$ cat src/rtl/voting_pkg.sv
// -----------------------------------------------------------------------------
// voting_pkg
// Shared definitions for the voting session controller:
//   - state_t         : ballot session states (LOCKED / ARMED / HOLD)
//   - default constants for candidate count, tally width and the two timers
//   - onehot_count    : number of set bits in a (zero-extended) vote vector
//   - is_single_hot   : true when exactly one vote bit is set
// -----------------------------------------------------------------------------
package voting_pkg;

    typedef enum logic [1:0] {
        LOCKED = 2'd0,
        ARMED  = 2'd1,
        HOLD   = 2'd2
    } state_t;

    localparam int DEF_N_CAND      = 4;
    localparam int DEF_CNT_W       = 8;
    localparam int DEF_HOLD_CYCLES = 100;
    localparam int DEF_ARM_TIMEOUT = 1000;

    // Widest vote vector the helper functions accept; callers zero-extend.
    localparam int MAX_CAND = 32;

    function automatic logic [5:0] onehot_count(input logic [MAX_CAND-1:0] bits);
        logic [5:0] n;
        n = '0;
        for (int i = 0; i < MAX_CAND; i++) begin
            n = n + {5'd0, bits[i]};
        end
        return n;
    endfunction

    function automatic logic is_single_hot(input logic [MAX_CAND-1:0] bits);
        return (onehot_count(bits) == 6'd1);
    endfunction

endpackage

$ cat src/rtl/vote_tally.sv
// -----------------------------------------------------------------------------
// vote_tally
// Bank of N_CAND saturating tally counters plus a saturating total counter,
// with a registered read port.
//
// Ports:
//   clock        in   system clock
//   reset        in   synchronous, active-high; clears all counters and outputs
//   inc          in   increment strobe (one accepted vote this cycle)
//   inc_sel      in   candidate index to increment when inc=1
//   read_en      in   1 = present tally[result_sel] on result_count
//   result_sel   in   candidate index to read
//   result_count out  registered tally of result_sel (0 when disabled/out of range)
//   total_count  out  registered total of accepted votes
// -----------------------------------------------------------------------------
module vote_tally #(
    parameter int N_CAND = 4,
    parameter int SEL_W  = 2,
    parameter int CNT_W  = 8
) (
    input  logic             clock,
    input  logic             reset,
    input  logic             inc,
    input  logic [SEL_W-1:0] inc_sel,
    input  logic             read_en,
    input  logic [SEL_W-1:0] result_sel,
    output logic [CNT_W-1:0] result_count,
    output logic [CNT_W-1:0] total_count
);

    localparam logic [CNT_W-1:0] CNT_MAX = '1;

    logic [CNT_W-1:0] tally [N_CAND];
    logic [CNT_W-1:0] read_value;

    // Mux by comparison rather than direct indexing so that result_sel values
    // beyond the last candidate read as 0 without an out-of-range access.
    always_comb begin
        read_value = '0;
        for (int i = 0; i < N_CAND; i++) begin
            if (SEL_W'(i) == result_sel) begin
                read_value = tally[i];
            end
        end
    end

    always_ff @(posedge clock) begin
        if (reset) begin
            for (int i = 0; i < N_CAND; i++) begin
                tally[i] <= '0;
            end
            total_count  <= '0;
            result_count <= '0;
        end else begin
            if (inc) begin
                for (int i = 0; i < N_CAND; i++) begin
                    if ((SEL_W'(i) == inc_sel) && (tally[i] != CNT_MAX)) begin
                        tally[i] <= tally[i] + CNT_W'(1);
                    end
                end
                if (total_count != CNT_MAX) begin
                    total_count <= total_count + CNT_W'(1);
                end
            end
            // Reads the pre-increment value: one-cycle latency from result_sel.
            result_count <= read_en ? read_value : '0;
        end
    end

endmodule

$ cat src/rtl/vote_session_controller.sv
// -----------------------------------------------------------------------------
// vote_session_controller
// Sequences one ballot per officer arming and tallies votes for N_CAND
// candidates. A ballot is armed from LOCKED, accepts exactly one single-hot
// vote (multi-press ballots are spoiled), expires after ARM_TIMEOUT cycles,
// and is followed by a HOLD lockout of HOLD_CYCLES cycles.
//
// Ports:
//   clock         in   system clock
//   reset         in   synchronous, active-high; aborts any ballot
//   valid_vote    in   one-cycle vote pulses, bit i = candidate i
//   enable_voter  in   officer pulse arming one ballot (ignored when mode=1)
//   mode          in   0 = voting, 1 = result display
//   result_sel    in   candidate shown on result_count
//   ready         out  high while a ballot is armed
//   vote_ack      out  one-cycle pulse, vote counted
//   spoiled       out  one-cycle pulse, multi-press ballot rejected
//   timeout       out  one-cycle pulse, armed ballot expired
//   cand_led      out  one-hot accepted candidate, held through HOLD
//   result_count  out  tally of result_sel when mode=1, else 0
//   total_count   out  total accepted votes
// -----------------------------------------------------------------------------
module vote_session_controller
    import voting_pkg::*;
#(
    parameter int N_CAND      = DEF_N_CAND,
    parameter int SEL_W       = 2,
    parameter int CNT_W       = DEF_CNT_W,
    parameter int HOLD_CYCLES = DEF_HOLD_CYCLES,
    parameter int ARM_TIMEOUT = DEF_ARM_TIMEOUT
) (
    input  logic              clock,
    input  logic              reset,
    input  logic [N_CAND-1:0] valid_vote,
    input  logic              enable_voter,
    input  logic              mode,
    input  logic [SEL_W-1:0]  result_sel,
    output logic              ready,
    output logic              vote_ack,
    output logic              spoiled,
    output logic              timeout,
    output logic [N_CAND-1:0] cand_led,
    output logic [CNT_W-1:0]  result_count,
    output logic [CNT_W-1:0]  total_count
);

    // Counter widths sized to hold the limit value, never narrower than 1 bit.
    localparam int ARM_W  = $clog2(ARM_TIMEOUT + 1);
    localparam int HOLD_W = $clog2(HOLD_CYCLES + 1);
    localparam logic [ARM_W-1:0]  ARM_LAST  = ARM_W'(ARM_TIMEOUT - 1);
    localparam logic [HOLD_W-1:0] HOLD_LAST = HOLD_W'(HOLD_CYCLES - 1);

    state_t              state, state_next;
    logic [ARM_W-1:0]    arm_cnt, arm_cnt_next;
    logic [HOLD_W-1:0]   hold_cnt, hold_cnt_next;
    logic                ready_next, ack_next, spoil_next, tout_next;
    logic [N_CAND-1:0]   led_next;
    logic                inc;
    logic [SEL_W-1:0]    inc_sel;
    logic [MAX_CAND-1:0] vote_bits;
    logic                single_vote;

    function automatic logic [SEL_W-1:0] hot_index(input logic [N_CAND-1:0] bits);
        logic [SEL_W-1:0] idx;
        idx = '0;
        for (int i = 0; i < N_CAND; i++) begin
            if (bits[i]) begin
                idx = SEL_W'(i);
            end
        end
        return idx;
    endfunction

    assign vote_bits   = MAX_CAND'(valid_vote);
    assign single_vote = is_single_hot(vote_bits);

    always_comb begin
        state_next    = state;
        arm_cnt_next  = arm_cnt;
        hold_cnt_next = hold_cnt;
        ack_next      = 1'b0;
        spoil_next    = 1'b0;
        tout_next     = 1'b0;
        led_next      = cand_led;
        inc           = 1'b0;
        inc_sel       = hot_index(valid_vote);

        case (state)
            LOCKED: begin
                led_next = '0;
                if (enable_voter && !mode) begin
                    state_next   = ARMED;
                    arm_cnt_next = '0;
                end
            end
            ARMED: begin
                // Priority: mode switch, then a vote, then expiry, so a vote
                // landing on the expiry cycle is still counted.
                if (mode) begin
                    state_next = LOCKED;
                end else if (single_vote) begin
                    inc           = 1'b1;
                    ack_next      = 1'b1;
                    led_next      = valid_vote;
                    state_next    = HOLD;
                    hold_cnt_next = '0;
                end else if (valid_vote != '0) begin
                    spoil_next    = 1'b1;
                    led_next      = '0;
                    state_next    = HOLD;
                    hold_cnt_next = '0;
                end else if (arm_cnt == ARM_LAST) begin
                    tout_next  = 1'b1;
                    state_next = LOCKED;
                end else begin
                    arm_cnt_next = arm_cnt + ARM_W'(1);
                end
            end
            HOLD: begin
                if (hold_cnt == HOLD_LAST) begin
                    state_next = LOCKED;
                    led_next   = '0;
                end else begin
                    hold_cnt_next = hold_cnt + HOLD_W'(1);
                end
            end
            default: begin
                state_next = LOCKED;
                led_next   = '0;
            end
        endcase

        ready_next = (state_next == ARMED);
    end

    always_ff @(posedge clock) begin
        if (reset) begin
            state    <= LOCKED;
            arm_cnt  <= '0;
            hold_cnt <= '0;
            ready    <= 1'b0;
            vote_ack <= 1'b0;
            spoiled  <= 1'b0;
            timeout  <= 1'b0;
            cand_led <= '0;
        end else begin
            state    <= state_next;
            arm_cnt  <= arm_cnt_next;
            hold_cnt <= hold_cnt_next;
            ready    <= ready_next;
            vote_ack <= ack_next;
            spoiled  <= spoil_next;
            timeout  <= tout_next;
            cand_led <= led_next;
        end
    end

    vote_tally #(
        .N_CAND (N_CAND),
        .SEL_W  (SEL_W),
        .CNT_W  (CNT_W)
    ) u_tally (
        .clock        (clock),
        .reset        (reset),
        .inc          (inc),
        .inc_sel      (inc_sel),
        .read_en      (mode),
        .result_sel   (result_sel),
        .result_count (result_count),
        .total_count  (total_count)
    );

endmodule

$ cat config.mk
export PLATFORM = sky130hd
export DESIGN_NAME = vote_session_controller
export DESIGN_NICKNAME = d
export VERILOG_FILES = /design/src/rtl/voting_pkg.sv /design/src/rtl/vote_tally.sv /design/src/rtl/vote_session_controller.sv
export SDC_FILE = /design/constraint.sdc
export NUM_CORES = 1
export LEC_CHECK = 0
export CAP_MARGIN = 5
export CORE_ASPECT_RATIO = 0.6
export CORE_UTILIZATION = 40
export CTS_BUF_LIST = sky130_fd_sc_hd__clkbuf_4
export DETAILED_ROUTE_END_ITERATION = 10
export PLACE_DENSITY = 0.68
export SLEW_MARGIN = 20
export SYNTH_ARGS = -nofsm -noshare
export SYNTH_HDL_FRONTEND = slang
export SYNTH_HIERARCHICAL = 1
export SYNTH_SLANG_ARGS = --single-unit
$ cat constraint.sdc
create_clock -name clock -period 3.2 [get_ports clock]
set_input_delay 0.32 -clock clock [delete_from_list [all_inputs] [get_ports clock]]
set_output_delay 0.32 -clock clock [all_outputs]
set_load 0.01 [all_outputs]
# Yosys cells after proc, flatten, opt, wreduce, memory -nomap -nowiden
# Memories as Yosys holds them, arrays and structs flattened.
# Index checks and enable logic that the tools add are counted.
totals:
  reg_bits: 43
  ram_bits: 32
  in_bits: 10
  output_inout_bits: 24
  word_cells: 128
  memories: 1
classes:
  n_addsub: 10
  n_eq_ne: 25
  mux: 57
  bitwise: 6
  n_reduce_logical: 19
memory_table:
  columns: ["memory", "words", "width", "rd", "rd_clocked_by_memory_dff", "write_ports", "line_no", "source"]
  rows:
  - ["u_tally.tally", 4, 8, 4, 0, 4, "vote_tally.sv:33", "logic [CNT_W-1:0] tally [N_CAND];"]
op_table:
  columns: ["op", "n"]
  rows:
  - ["$mux 8", 8]
  - ["$mux 10", 5]
  - ["$add 8x1->8 const B", 5]
  - ["$ne 8x8->1 const B", 5]
  - ["$mux 7", 4]
  - ["$mux 1", 24]
  - ["$pmux 10 s2", 1]
  - ["$mux 2", 8]
  - ["$mux 4", 4]
  - ["$ne 2x2->1 const B", 7]
  - ["$pmux 7 s2", 1]
  - ["$add 10x1->10 const B", 1]
  - ["$eq 10x10->1 const B", 1]
  - ["$eq 2x2->1 const A", 4]
  - ["$pmux 4 s2", 1]
  - ["$add 7x1->7 const B", 1]
  - ["$eq 7x7->1 const B", 1]
  - ["$logic_not 2->1", 3]
  - ["$pmux 2 s3", 1]
  - ["$reduce_and 6->1", 1]
  - ["$logic_and 1x1->1", 5]
  - ["$reduce_or 5->1", 1]
  - ["$add 3x1->4", 1]
  - ["$eq 1x2->1 const A", 2]
  - ["16 further kinds", 22]

# Logic depth before layout (Yosys ltp)
# Gate-level depths: netlist (run 1).
logic_depth:
  depth_word: 11
  mapped_depth: 12
  depth_no_buf: 10

# Hierarchy
# Netlist (run 1), hierarchy kept.
by_module_without_submodules:
  columns: ["mod", "n_inst", "cells_each", "area_per_inst_um2"]
  rows:
  - ["vote_tally", 1, 225, 2519.9]
  - ["vote_session_controller", 1, 157, 1316.3]

# Worst setup path before layout (run 1)
# OpenSTA, ideal clock, no wires.
synth_timing:
  kind: "in2reg"
  from: "input valid_vote[0]"
  to: "memory u_tally.tally[0][0], enable pin"
  setup_time_ns: 0.375
  t_arrival_ns: 3.040
  required_time_ns: 2.825
  slack_ns: -0.215
  path_stages: 11
  path_buffers: 1
  path_cell_list: "inv_1 fa_1 inv_1 ha_1 ha_1 or3b_2 nor3_1 buf_4 nor2b_1 o31ai_1 o21bai_1"
synth_rtl:
  columns: ["element", "line_no", "source"]
  rows:
  - ["start, declared", "vote_session_controller.sv:34", "input logic [N_CAND-1:0] valid_vote,"]
  - ["end, declared", "vote_tally.sv:33", null]

==> results summary, run 1 <==
In this run, synthesis inferred 32 flip-flops with an integrated enable. By area, the combinational part of the netlist is dominated by simple AND/OR/NAND/NOR gates. The die covers 9999 um^2.

The data required time at the worst endpoint came out at 3.37 ns. The half-perimeter wire length after placement came out at 6.288 mm. Prior to clock tree synthesis, the placed netlist has a worst setup slack of -0.4339 ns. The initial utilization of the core area, before any placement, comes to 0.4144.

Setup violations remaining at the end of the flow were counted as 0. In this run the critical register-to-register path is captured at arm_cnt[7]. The latest clock arrival within the worst-skew pair is 0.45 ns. The width of the chip came out at 128.4 um. The repair_antennas step left the layout with diodes totalling 0. The tightest min-delay check is of the reg2reg type. The number of max-slew violations in the final report is 0. The hold violation total from the final report is 0.

The worst ir drop on vdd is 0.1982 mV. The element type at the critical path start is an input port. The first global-routing pass estimated 14.37 mm of wire.

The most critical setup path has its endpoint at u_tally/tally[0][7]. The clock tree buffer depth is 2. The routed layout has 3118 vias. The area of all placed cells without fillers came out at 4657 um^2.

The floorplan has 27 rows. The worst setup slack for register-to-register paths is 1.15 ns. The area growth from synthesis to layout came out at 21.40%. The proportion of synthesized chip area in sequential cells came out at 0.4749. The clock input transition at the sequential cells of the worst setup and hold paths is 0.12 ns. The final critical delay including setup and external delays is 3.055 ns. The detailed-route vias per instance is 5.451.

The cell count after synthesis came out at 382. The simple-gate share of the synthesized area is 0.2348. Data arrives at the worst endpoint at 3.23 ns. The detailed router's first-iteration violation count is 255. TritonCTS built the clock tree. The via count of the first global-routing pass came out at 2874. The final setup skew came out at 0.01673 ns. STA classifies the critical path endpoint as a flip-flop.

The height of the die came out at 77.86 um. The global route total overflow came out at 0. In this run the static leakage power is 1.557 nW. The remaining antenna violation count came out at 0. The global-route usage over all layers came out at 0.1887. The sum of routed wire length over all layers came out at 8.648 mm.

The critical path goes through clkdlybuf4s50_1 -> inv_1 -> fa_1 -> inv_1 -> ha_1 -> ha_1 -> or3b_4 -> nor3_2 -> buf_4 -> nor2b_4 -> o31ai_1 -> o21bai_2 -> buf_6. In the post-route analysis, the smallest setup slack over all paths is 0.1449 ns. The initial antenna violation count is 0.

Setup repair after global routing left no endpoint under its margin. The flow ran to the end, and the final reports show no timing, DRC or antenna violations. Gates resized during post-CTS repair numbered 0. The total number of clock tree sinks is 75. During synthesis, Yosys emitted a total of 6 warnings. The tree is rooted in a clkbuf_4. On the critical path, the stage with the largest delay is an instance of fa_1. Of the available clock period, the critical path in the final layout requires 0.9547. The power density of the placed cells came out at 407.3 nW/um^2. Setup total negative slack on the finished layout was measured at 0 ns. The share of the synthesized area in compound gates (AO/OA/AOI/OAI) came out at 0.1350. The H-tree generated during clock tree synthesis spans 3 levels. The detailed-route DRC error count came out at 0. In this run the critical register-to-register path is launched from arm_cnt[0]. The post-synthesis instance area is 3836 um^2.

The final layout contains 458 nets. The total iterations of the first detailed-routing run came out at 4. Once placement finished, the instance area stood at 4469 um^2. In this run, synthesis produced a sequential element count of 75.

The pin count of the biggest net entering global routing came out at 23. The number of nets in the synthesized netlist is 403. The completed layout was analyzed and its total power is 0.001897 W. After detailed routing, the average wire length per cell comes to 15.12 um. Of the total synthesized cell area, the portion taken by XOR and XNOR cells is 0.03425. The predominant post-synthesis flop cell is dfxtp_1. The average footprint of a synthesized cell is 10.04 um^2. The area of the core came out at 9256 um^2. In this design, the stage delay of the slowest critical-path cell is 0.53 ns.

The max capacitance violation total came out at 0. The count of unique library cells instantiated by Yosys is 57. The number of buffers created by CTS came out at 9. The transition at the pin with the smallest max-transition slack came out at 0.6661 ns. The count of hold buffers inserted by post-cts repair came out at 0. After synthesis, the share of flip-flops with an asynchronous set or reset is 0. The worst-case reg-to-reg path depth came out at 7. In the layout the commonest cells are dfxtp_1 (43), nor2_1 (34), clkdlybuf4s50_1 (33), edfxtp_1 (32), a21oi_1 (30).

The fraction of synthesized area in multiplexers came out at 0.05545. The maximum clock rate is 0.3273 GHz. The number of ports placed on the die boundary came out at 34. The count of input and output buffers came out at 33.

The most common cell after layout, fill and taps aside is dfxtp_1. The final weighted congestion in routability-driven placement is 0.8411. Tracing the worst setup path back leads to its startpoint at valid_vote[0]. The fraction of layout instances using a drive strength above 1 came out at 0.1403.

The buffer count from post-CTS setup fixing is 0. The maximum net fanout on the critical path is 8. The category of the critical setup timing path is in2reg. The max-slew headroom at the worst pin came out at 0.5545. The adder-cell share of the synthesized area came out at 0.03783.
[cell families after synthesis]
family | after synthesis
and+or+nand+nor | 163
AOI/OAI and AO/OA | 83
DFF | 75
buffers and inverters | 24
xor gates and xnor gates | 15
muxes | 11
adders and majority gates | 11
[cell type report]
type / count / area (um^2)
Clock buffer: 9 / 67.56
Tap cell: 130 / 162.7
Timing Repair Buffer: 54 / 516.7
Multi-Input combinational cell: 283 / 1936
Inverter: 14 / 52.55
Fill cell: 837 / 4599
Clock inverter: 7 / 100.1
Sequential cell: 75 / 1822
[synthesized netlist by cell type, types with 7 or more instances]
cell       n  area share
nand2_1   19       0.019
a21oi_1   30       0.039
xnor2_1    7       0.016
nand3_1   27       0.035
nand2b_1  11       0.018
ha_1      10       0.033
o21ai_0   26       0.034
inv_1     14       0.014
mux4_2     8       0.047
xor2_1     8       0.018
nand4_1    8       0.013
nor2b_1   12       0.020
dfxtp_1   43        0.22
or3_1     22       0.036
nor2_1    34       0.033
edfxtp_1  32        0.25
[stage by stage]
stage               cells  hold slack, ns  utilization
floorplan             382          0.4484            -
global placement      556          0.4595       0.4828
detailed placement    556          0.4740       0.4828
CTS                   572          0.4798       0.5009
global route          572          0.4594       0.5031
finish                572          0.4880       0.5031
[critical path: cells and delay by family]
| kind | cells | cell delay, ns |
|---|---|---|
| AO/OA/AOI/OAI | 2 | 0.25 |
| adder cells (fa/ha/maj) | 3 | 1.00 |
| buffers and inverters | 5 | 0.93 |
| AND/OR/NAND/NOR | 3 | 0.71 |
[sequential cells by signal (all words and copies together), names as in the netlist]
name and flops:
hold_cnt 7, u_tally/result_count 8, u_tally/tally 32, ready 1, cand_led 4, state 2
arm_cnt 10, u_tally/total_count 8, vote_ack 1, spoiled 1, timeout 1
[where the power goes]
part	internal, W	switching (W)
logic	0.0000853	0.0000842
registers	0.00102	0.0000266
clock network	0.000322	0.000362
[worst min-delay path by stage]
stage	endpoint	cells past startpoint	from
2_1_floorplan	hold_cnt[1]	2	hold_cnt[1]
3_3_place_gp	hold_cnt[1]	2	hold_cnt[1]
3_5_place_dp	cand_led[1]	2	cand_led[1]
4_1_cts	cand_led[1]	3	valid_vote[1]
5_1_grt	cand_led[1]	3	valid_vote[1]
6_report	cand_led[1]	2	cand_led[1]
[routing by layer]
| layer | GRT usage | routed length, um |
|---|---|---|
| met5 | 0 | 0 |
| met1 | 0.2797 | 4359 |
| met4 | 0.05059 | 78 |
| met3 | 0.06552 | 630 |
| met2 | 0.2551 | 3579 |
No activity file was read; power rests on OpenSTA's default activity.
==> run 2: changes to the inputs <==
--- a/config.mk
+++ b/config.mk
@@ -10,7 +10,10 @@
 export CORE_UTILIZATION = 40
 export CTS_BUF_LIST = sky130_fd_sc_hd__clkbuf_4
 export DETAILED_ROUTE_END_ITERATION = 10
+export GPL_ROUTABILITY_DRIVEN = 0
+export HOLD_SLACK_MARGIN = 0.12
 export PLACE_DENSITY = 0.68
+export SETUP_SLACK_MARGIN = 0.05
 export SLEW_MARGIN = 20
 export SYNTH_ARGS = -nofsm -noshare
 export SYNTH_HDL_FRONTEND = slang
==> run 2 against run 1 <==
Non-clock buffer count is 1 lower. Largest cell class unchanged. Largest power group unchanged. Critical path type unchanged. Worst setup slack better by 0.12 ns. Highest routed layer unchanged. Wire length is 3.0% higher.
==> results summary, run 2 (same netlist as run 1, synthesis figures left out) <==
The maximum net fanout on the critical path is 8. The number of max-slew violations in the final report was 0. The filler-free cell count of the finished design came out at 571.

The worst setup slack for register-to-register paths came out at 1.11 ns. The number of filler instances in the final layout is 853. In the final layout, the share of cells above drive strength 1 is 0.1429. The proportion of power drawn by the clock network came out at 0.358.

The hold violation total from the final report came out at 0. The hold slack is 0.4820 ns. The die covers 9999 um^2. Across every metal layer, demand over resource in global routing totals 0.1923. The transition at the pin with the smallest max-transition slack came out at 0.6271 ns.

The portion of total power attributed to sequential cells is 0.552. By instance count, the cell type seen most on the critical path is buf_4. Dividing the detail-routed wire length by the instance count gives 15.61 um.

The initial core utilization came out at 0.4144. Following the worst setup path forward leads to its endpoint at u_tally/tally[2][0]. The maximum clock rate came out at 0.3406 GHz. The count of final setup violators came out at 0. The element type at the critical path start is an input port. The largest individual stage delay along the critical path comes from the cell fa_1.

The clock tree buffer depth came out at 2. The buffer count from post-CTS setup fixing is 0. The register name with the most flops is u_tally/tally. The worst register-to-register path ends at arm_cnt[7]. Setup repair after global routing left no endpoint under its margin.

The largest registers in the layout are u_tally/tally x32, arm_cnt x10. For this run, the slowest stage of the critical path takes 0.54 ns. The setup total negative slack is 0 ns. The worst-case reg-to-reg path depth is 7. The run finished with clean final reports.

The sequential cell area in the final layout came out at 1822 um^2. The signal arrival time at the worst endpoint is 3.08 ns. The global route total overflow is 0.

The total number of clock tree sinks came out at 75. The max-slew headroom at the worst pin is 0.5806. The number of antenna diodes in the final layout is 0. The height of the die is 77.86 um.

The row count came out at 27. The fraction of power spent switching nets came out at 0.2446. The instance count after placement with tap cells included came out at 555.

The first global-routing pass estimated 14.91 mm of wire. The smallest clock period supported by the final layout is computed as 2.936 ns. The endpoint kind of the worst setup timing path is a flip-flop. Entering global routing, the biggest net connects 22 pins. After detailed placement, the total cell area comes to 4467 um^2. The top cell types in the final layout, fill and taps aside, are dfxtp_1 (43), nor2_1 (34), clkdlybuf4s50_1 (33), edfxtp_1 (32), a21oi_1 (30). The critical register-to-register path startpoint is arm_cnt[0].

TritonCTS built the clock tree. The area of the multi-input gates is 1939 um^2. After the last flow step, the layout net total stands at 457. Power spread over the standard cell area amounts to 407.2 nW/um^2. The worst ir drop on vdd is 0.1583 mV. The tree is rooted in a clkbuf_4. The sum of routed wire length over all layers came out at 8.911 mm. The via count of the first global-routing pass was 2903. The area of all placed cells without fillers is 4647 um^2.

In this run the worst setup path begins at valid_vote[0]. The share of the clock period used by the worst path after layout came out at 0.9175. The static leakage is 1.542 nW. The width of the chip came out at 128.4 um. The core region is 9256 um^2. The detailed router's first-iteration violation count came out at 221. The count of hold buffers inserted by post-cts repair came out at 0.

The max capacitance violation total came out at 0. The count of input and output buffers came out at 33. Walking the worst path, the cells encountered are clkdlybuf4s50_1 -> inv_1 -> fa_1 -> inv_1 -> ha_1 -> ha_4 -> or3b_4 -> nor3_2 -> buf_4 -> buf_4 -> o211ai_1 -> o21bai_1 -> buf_4. The total iterations of the first detailed-routing run is 4. Leaving out fill and tap cells, the most frequent cell in the layout is dfxtp_1. Compared with the post-synthesis result, the final layout area differs by 21.14%. The detailed-route DRC error count is 0.

The count of vias placed by the detailed router came out at 3128. Data on the critical path is required at its endpoint by 3.34 ns. Dividing the detail-routed via count by the number of cells gives 5.478. The register with the most flip-flops in the layout has 32 of them. The level count of the clock H-tree is 3. The worst setup path is of the in2reg kind. The internal portion of total power came out at 0.001429 W.

The HPWL after detailed placement is 6.503 mm. The remaining antenna violation count came out at 0. The worst min-delay path class is reg2reg.

The number of buffers created by CTS came out at 9. The initial antenna violation count is 0. The combinational share of power is 0.090. For the worst-skew pair, the clock arrives at the later sink with an insertion delay of 0.44 ns.

The clock input transition at the sequential cells of the worst setup and hold paths came out at 0.11 ns. The number of ports placed on the die boundary came out at 34. The switching power total is 0.0004628 W.

The final setup skew came out at 0.02077 ns.
## run 2: cell count changes in the layout (fill, tap and decap cells not counted), sizes merged
cell,previous run,this run
buf,21,20
clkbuf,9,10
clkinv,4,3
clkinvlp,0,1
inv,15,14
## run 2: worst min path at each step
stage / from / endpoint / slack (ns) / cells after the start
final: cand_led[1] / cand_led[1] / 0.48 / 2
after global routing: hold_cnt[1] / hold_cnt[1] / 0.51 / 2
after CTS: hold_cnt[1] / hold_cnt[1] / 0.49 / 2
after detailed placement: hold_cnt[1] / hold_cnt[1] / 0.47 / 2
after global placement: hold_cnt[1] / hold_cnt[1] / 0.46 / 2
after floorplan: hold_cnt[1] / hold_cnt[1] / 0.45 / 2
## run 2: routing by layer
layer	vias to the layer above	GRT usage	part of all wire
met5	-	0	0
met4	0	0.06353	0.015
met3	11	0.05586	0.053
met2	79	0.2508	0.41
met1	1496	0.2945	0.52
li1	1542	-	-
## run 2: final cells by class
class	count	share of cell area
multi-input cells	283	0.4173
flip-flops and latches	75	0.3920
repair buffers	53	0.1088
well taps	130	0.03500
clock inverters	6	0.01939
clock buffers	10	0.01616
inverters	14	0.01131
## run 2: critical path: cells and delay by family
kind / cells / cell delay, ns
adder cells (fa/ha/maj): 3 / 0.96
AO/OA/AOI/OAI: 2 / 0.23
AND/OR/NAND/NOR: 2 / 0.51
buffers and inverters: 6 / 1.05
## run 2: power by group through the flow
stage               combinational (W)  sequential (W)  clock [W]
global placement             0.000159         0.00106          0
global route                 0.000187         0.00105   0.000732
floorplan                   0.0000952         0.00106          0
detailed placement           0.000165         0.00106          0
CTS                          0.000166         0.00104   0.000696
finish                       0.000170         0.00104   0.000678
## run 2: stage by stage
step                      setup WS [ns]  utilization  total power, W
after floorplan                 0.05781            -        0.001153
after global placement          -0.3346       0.4826        0.001222
after detailed placement        -0.4075       0.4826        0.001230
after CTS                       0.08982       0.5004        0.001905
after global routing            0.08780       0.5020        0.001966
final                            0.2641       0.5020        0.001892
## run 2: repair_timing
item                                    CTS  global route
gates resized for setup                   0             3
endpoints found under the setup margin    0            51
hold endpoints to repair                  0             0
==> run 3: changes to the inputs <==
--- a/config.mk
+++ b/config.mk
@@ -10,7 +10,6 @@
 export CORE_UTILIZATION = 40
 export CTS_BUF_LIST = sky130_fd_sc_hd__clkbuf_4
 export DETAILED_ROUTE_END_ITERATION = 10
-export GPL_ROUTABILITY_DRIVEN = 0
 export HOLD_SLACK_MARGIN = 0.12
 export PLACE_DENSITY = 0.68
 export SETUP_SLACK_MARGIN = 0.05
==> results of run 3 <==
The final DEF is identical to that of run 2; final timing and power are the same.
